**config.mk**
```make
export PLATFORM = sky130hd
export DESIGN_NAME = gen_chiplet_fdi_hs_seq
export DESIGN_NICKNAME = d
export VERILOG_FILES = /design/src/rtl/gen_chiplet_fdi_hs_seq.sv
export SDC_FILE = /design/constraint.sdc
export NUM_CORES = 1
export LEC_CHECK = 0
export CAP_MARGIN = 20
export CORE_UTILIZATION = 45
export DETAILED_ROUTE_END_ITERATION = 8
export PLACE_DENSITY = 0.65
export SLEW_MARGIN = 30
export SYNTH_ARGS = -nofsm -noshare
export SYNTH_HDL_FRONTEND = slang
export SYNTH_SLANG_ARGS = --single-unit
```
**constraint.sdc**
```tcl
create_clock -name clk_i -period 2.52 [get_ports clk_i]
set_input_delay 0.378 -clock clk_i [delete_from_list [all_inputs] [get_ports clk_i]]
set_output_delay 0.378 -clock clk_i [all_outputs]
set_load 0.01 [all_outputs]
```
**src/rtl/gen_chiplet_fdi_hs_seq.sv**
```systemverilog
// Sequences NUM_CH four-phase req/ack handshakes: ascending bring-up, descending release,
// with per-channel enables, per-stage timeout, abort on stop and error capture.
module gen_chiplet_fdi_hs_seq #(
  parameter int unsigned NUM_CH      = 3,
  parameter int unsigned TIMEOUT_CYC = 1024,
  parameter int unsigned CH_W        = (NUM_CH > 1) ? $clog2(NUM_CH) : 1
) (
  input  logic              clk_i,
  input  logic              rstn_i,
  input  logic              swrst_i,
  input  logic              start_i,
  input  logic              stop_i,
  input  logic [NUM_CH-1:0] ch_en_i,
  input  logic [NUM_CH-1:0] ack_i,
  output logic [NUM_CH-1:0] req_o,
  output logic              done_o,
  output logic              stopped_o,
  output logic              active_o,
  output logic              busy_o,
  output logic              err_o,
  output logic [CH_W-1:0]   err_ch_o,
  output logic              err_dir_o
);

  localparam int unsigned     CNT_W    = (TIMEOUT_CYC > 1) ? $clog2(TIMEOUT_CYC) : 1;
  localparam logic [CNT_W-1:0] CNT_LAST = CNT_W'(TIMEOUT_CYC - 1);
  localparam logic [CH_W-1:0]  IDX_LAST = CH_W'(NUM_CH - 1);

  typedef enum logic [2:0] {S_IDLE, S_UP, S_ACTIVE, S_DOWN, S_ERR} state_t;

  state_t             state_q;
  logic [NUM_CH-1:0]  req_q, en_q;
  logic [CH_W-1:0]    idx_q, err_ch_q;
  logic [CNT_W-1:0]   cnt_q;
  logic               done_q, stopped_q, active_q, busy_q, err_q, err_dir_q;

  logic [CNT_W-1:0]   cnt_d;
  logic [CH_W-1:0]    idx_inc_d, idx_dec_d, drop_idx_d;
  logic [NUM_CH-1:0]  drop_d;
  logic               cur_en_d, cur_ack_d, to_hit_d;

  assign cur_en_d  = en_q[idx_q];
  assign cur_ack_d = ack_i[idx_q];
  assign idx_inc_d = idx_q + CH_W'(1);
  assign idx_dec_d = idx_q - CH_W'(1);
  // Saturating count: with the timeout disabled it parks at all-ones instead of wrapping.
  assign cnt_d     = (&cnt_q) ? cnt_q : cnt_q + CNT_W'(1);
  assign to_hit_d  = (TIMEOUT_CYC != 0) && (cnt_q == CNT_LAST);
  assign drop_d    = en_q & req_q & ~ack_i;

  always_comb begin
    drop_idx_d = '0;
    for (int unsigned i = NUM_CH; i > 0; i--) begin
      if (drop_d[i-1]) drop_idx_d = CH_W'(i - 1);
    end
  end

  always_ff @(posedge clk_i or negedge rstn_i) begin
    if (!rstn_i) begin
      state_q <= S_IDLE; req_q <= '0; en_q <= '0; idx_q <= '0; cnt_q <= '0;
      done_q <= 1'b0; stopped_q <= 1'b0; active_q <= 1'b0; busy_q <= 1'b0;
      err_q <= 1'b0; err_ch_q <= '0; err_dir_q <= 1'b0;
    end else if (swrst_i) begin
      state_q <= S_IDLE; req_q <= '0; en_q <= '0; idx_q <= '0; cnt_q <= '0;
      done_q <= 1'b0; stopped_q <= 1'b0; active_q <= 1'b0; busy_q <= 1'b0;
      err_q <= 1'b0; err_ch_q <= '0; err_dir_q <= 1'b0;
    end else begin
      done_q    <= 1'b0;
      stopped_q <= 1'b0;
      unique case (state_q)
        S_IDLE: begin
          if (start_i && !stop_i) begin
            state_q <= S_UP;
            idx_q   <= '0;
            cnt_q   <= '0;
            en_q    <= ch_en_i;
            req_q   <= NUM_CH'(ch_en_i[0]);
            busy_q  <= 1'b1;
          end
        end
        S_UP: begin
          if (stop_i) begin
            // Abort releases the current stage even if its ack never arrived.
            state_q      <= S_DOWN;
            req_q[idx_q] <= 1'b0;
            cnt_q        <= '0;
          end else if (!cur_en_d || cur_ack_d) begin
            if (idx_q == IDX_LAST) begin
              state_q  <= S_ACTIVE;
              active_q <= 1'b1;
              done_q   <= 1'b1;
            end else begin
              idx_q            <= idx_inc_d;
              req_q[idx_inc_d] <= en_q[idx_inc_d];
              cnt_q            <= '0;
            end
          end else if (to_hit_d) begin
            state_q   <= S_ERR;
            req_q     <= '0;
            err_q     <= 1'b1;
            err_ch_q  <= idx_q;
            err_dir_q <= 1'b0;
          end else begin
            cnt_q <= cnt_d;
          end
        end
        S_ACTIVE: begin
          if (|drop_d) begin
            state_q   <= S_ERR;
            req_q     <= '0;
            active_q  <= 1'b0;
            err_q     <= 1'b1;
            err_ch_q  <= drop_idx_d;
            err_dir_q <= 1'b1;
          end else if (stop_i) begin
            state_q         <= S_DOWN;
            idx_q           <= IDX_LAST;
            req_q[IDX_LAST] <= 1'b0;
            cnt_q           <= '0;
            active_q        <= 1'b0;
          end
        end
        S_DOWN: begin
          if (!cur_en_d || !cur_ack_d) begin
            if (idx_q == '0) begin
              state_q   <= S_IDLE;
              busy_q    <= 1'b0;
              stopped_q <= 1'b1;
            end else begin
              idx_q            <= idx_dec_d;
              req_q[idx_dec_d] <= 1'b0;
              cnt_q            <= '0;
            end
          end else if (to_hit_d) begin
            state_q   <= S_ERR;
            req_q     <= '0;
            err_q     <= 1'b1;
            err_ch_q  <= idx_q;
            err_dir_q <= 1'b1;
          end else begin
            cnt_q <= cnt_d;
          end
        end
        S_ERR: begin
          if (stop_i) begin
            state_q   <= S_IDLE;
            busy_q    <= 1'b0;
            err_q     <= 1'b0;
            err_ch_q  <= '0;
            err_dir_q <= 1'b0;
            cnt_q     <= '0;
          end
        end
        default: state_q <= S_IDLE;
      endcase
    end
  end

  assign req_o     = req_q;
  assign done_o    = done_q;
  assign stopped_o = stopped_q;
  assign active_o  = active_q;
  assign busy_o    = busy_q;
  assign err_o     = err_q;
  assign err_ch_o  = err_ch_q;
  assign err_dir_o = err_dir_q;

endmodule
```
==> summary.txt <==
Setup path
  • CP max stage delay: 580 ps
  • R2R Path Start: idx_q[0]
  • Peak fanout along the critical path: 10
  • WS Path Type: reg2reg
  • Worst Setup End Kind: register
  • Cell Chain, Critical Path: buf_4 > mux2i_1 > o2bb2ai_1 > a31oi_1 > a32oi_1 > o21ai_0 > a32o_1
  • CP max stage cell: o2bb2ai_1
  • Startpoint types: register
  • Worst Path Arrival: 2480 ps
  • Crit. Startpoint: idx_q[0]
  • Required time worst endpoint: 2690 ps

STA
  • Max Slew Vio Count: 0
  • Worst rel slew slack: 53.1%
  • Min Tclk post-route: 2310 ps
  • Worst clock skew: 7.55 ps
  • Setup violations, final: 0
  • RSZ-0062 raised after global routing: false
  • Fmax: 433 MHz
  • Tcrit/Tclk final: 91.6%
  • Setup TNS: 0 ps
  • Hold Fails Final Rpt: 0
  • Worst-margin pin slew: 698 ps

Logic synthesis
  • Mux contribution to synthesized area: 3.26%
  • EDFF count, synth: 0
  • FFs w/ async S/R, synth: 100%
  • YS warnings: 0
  • Main synth FF type: dfrtp_1
  • Area of the mapped netlist: approximately 0.0022 mm2
  • Adder-cell share of the synthesized area: 4.49%
  • Synth Area in Simple Gates: 27.2%
  • Synth cell types: 51
  • Number of synthesized register bits: 29
  • Synth Area in Compound Gates: 27.6%
  • Largest family of logic cells by synthesized area: compound AO/OA/AOI/OAI gates
  • Post-Syn Nets: between 200 and 300
  • Synth Instances: 269
  • Register area share after synthesis: 32.6%
  • Post-synthesis xor/xnor area fraction: 0.393%
  • Post-Syn Area per Cell: 8.28 um2

Global route
  • Grt met3 use: between 5 and 6%
  • Vias in the first global route: 2039
  • GRT Overall Usage: around 25%
  • Met1 Usage GRT: 36.2%
  • Met2 usage in global routing: 36.4%
  • First-pass GRT wire length: 10100 um
  • Busiest layer in global routing: met2
  • Total grt overflow: 0
  • Largest net degree at the start of global routing: 30
  • Antenna violations before repair: 0

Power
  • Power density over the cells: 854 mW/mm2
  • Total power draw: 2.31 mW
  • Max VDD drop: about 0.37 mV
  • Leak pwr: 1.12 nW

Clock tree
  • Clk slew on worst S/H paths: 70 ps
  • Clock latency on the worst-skew pair: a little under 300 ps
  • CTS Buf Count: 5
  • Clk root buf: clkbuf_8
  • H-tree depth: 2
  • Buffer count from post-CTS setup fixing: 0
  • CTS tree: done
  • Hold_buf cts: 0
  • Post-CTS resize count: 0
  • Max Root-Sink Buffers: 2
  • Clock sink count: 29

Job
  • Max cap viols: 0

Finish
  • Ant diodes: 0
  • Commonest non-fill, non-tap cells in the layout: nand2_1, dfrtp_1, a21oi_1
  • Layout cell share with drive strength beyond 1: 12.3%
  • Final Net Count: 326
  • Area growth syn-to-layout: 21.2%
  • Commonest non-fill, non-tap cell in the layout: nand2_1

Floorplan
  • Die W: 72.4 um
  • Die height: 72.4 um
  • Initial Util: 46.9%
  • Std-Cell Rows: 25
  • Total core area: 0.00475 mm2
  • Die area: 0.00524 mm2
  • Ports: 22

Detailed routing
  • ANT nets after route: 0
  • Final wirelength: between 6000 and 7000 um
  • Routed len/inst: 16.2 um
  • DRT Pass-1 Iters: 4
  • Vias: 2245
  • Via density per instance: 5.99
  • Drt drc: 0
  • Initial DRC count: 186

Placement
  • GPL Wtd Cong: 0.960
  • PortBufs: 21
  • DP Wirelength: 4490 um

Status
  • Status: complete, no violations

Hold path
  • Worst min-delay path class: in2async
## critical path, delay by kind of cell, from the launching register on
| kind | cells | cell delay, ps |
|---|---|---|
| buffers and inverters | 1 | 180 |
| DFF | 1 | 380 |
| muxes | 1 | 160 |
| AOI/OAI and AO/OA | 5 | 1470 |
## Yosys cell counts, drive strengths merged (6+ instances only)
cell / number / share of area [%]
nand2: 38 / 6.4
buf: 7 / 2.2
nand4: 6 / 1.7
a21oi: 23 / 5.2
ha: 8 / 4.5
inv: 8 / 1.3
nand3: 7 / 1.6
nor3: 6 / 1.3
dfrtp: 29 / 33
nor2: 21 / 3.5
a31oi: 8 / 2.2
o21ai: 22 / 4.9
## stage by stage
step	worst slack, ps	util [%]	std cells	hold slack (ps)	area [um2]
finish	212	56.8	375	477	2700
global route	13.4	56.8	375	511	2700
CTS	232	56.8	375	487	2700
detailed placement	31.3	55.1	367	473	2620
global placement	50.9	55.1	367	463	2620
floorplan	352	-	269	82.4	2230
## area by class of cell
type	instances	area, um2
clock buffers	6	72.6
flip-flops and latches	29	726
multi-input cells	220	1400
repair buffers	43	375
well taps	67	83.8
clock inverters	2	10.0
inverters	8	30.0
fillers	447	2050
## path summary, 6_finish.rpt
kind,end,slack [ps],cells after the start
worst max-delay path,req_o[0],210,7
worst min-delay path,busy_o,480,2
worst max register to register,req_o[0],210,7
worst min register to register,active_o,480,2
max in group asynchronous,en_q[2],1760,2
min in group clk_i,active_o,480,2
## power by group
part / total [mW] / internal [mW] / leakage, nW / switching [mW]
clock: 0.374 / 0.191 / 0.0450 / 0.184
combinational: 1.30 / 0.552 / 0.673 / 0.748
sequential: 0.634 / 0.533 / 0.397 / 0.101
total: 2.31 / 1.28 / 1.12 / 1.03
## layer usage
layer  vias to the layer above  wire, um
met4                         0       127
met2                        81      2680
met3                        13       382
met1                      1057      2900
li1                       1094         -
met5                         -         0
## flip-flops by register name, indices dropped and copies added, names as in the netlist
register   count
active_o       1
busy_o         1
stopped_o      1
cnt_q         10
req_o          3
err_ch_o       2
idx_q          2
en_q           3
err_dir_o      1
err_o          1
done_o         1
state_q        3
## cell families after synthesis
family / count (synthesis)
AND/OR/NAND/NOR: 113
AO/OA/AOI/OAI: 91
flip-flops: 29
buffers and inverters: 20
adder cells (fa/ha/maj): 8
multiplexers: 7
XOR/XNOR: 1
Power figures use the tool's default switching activity.
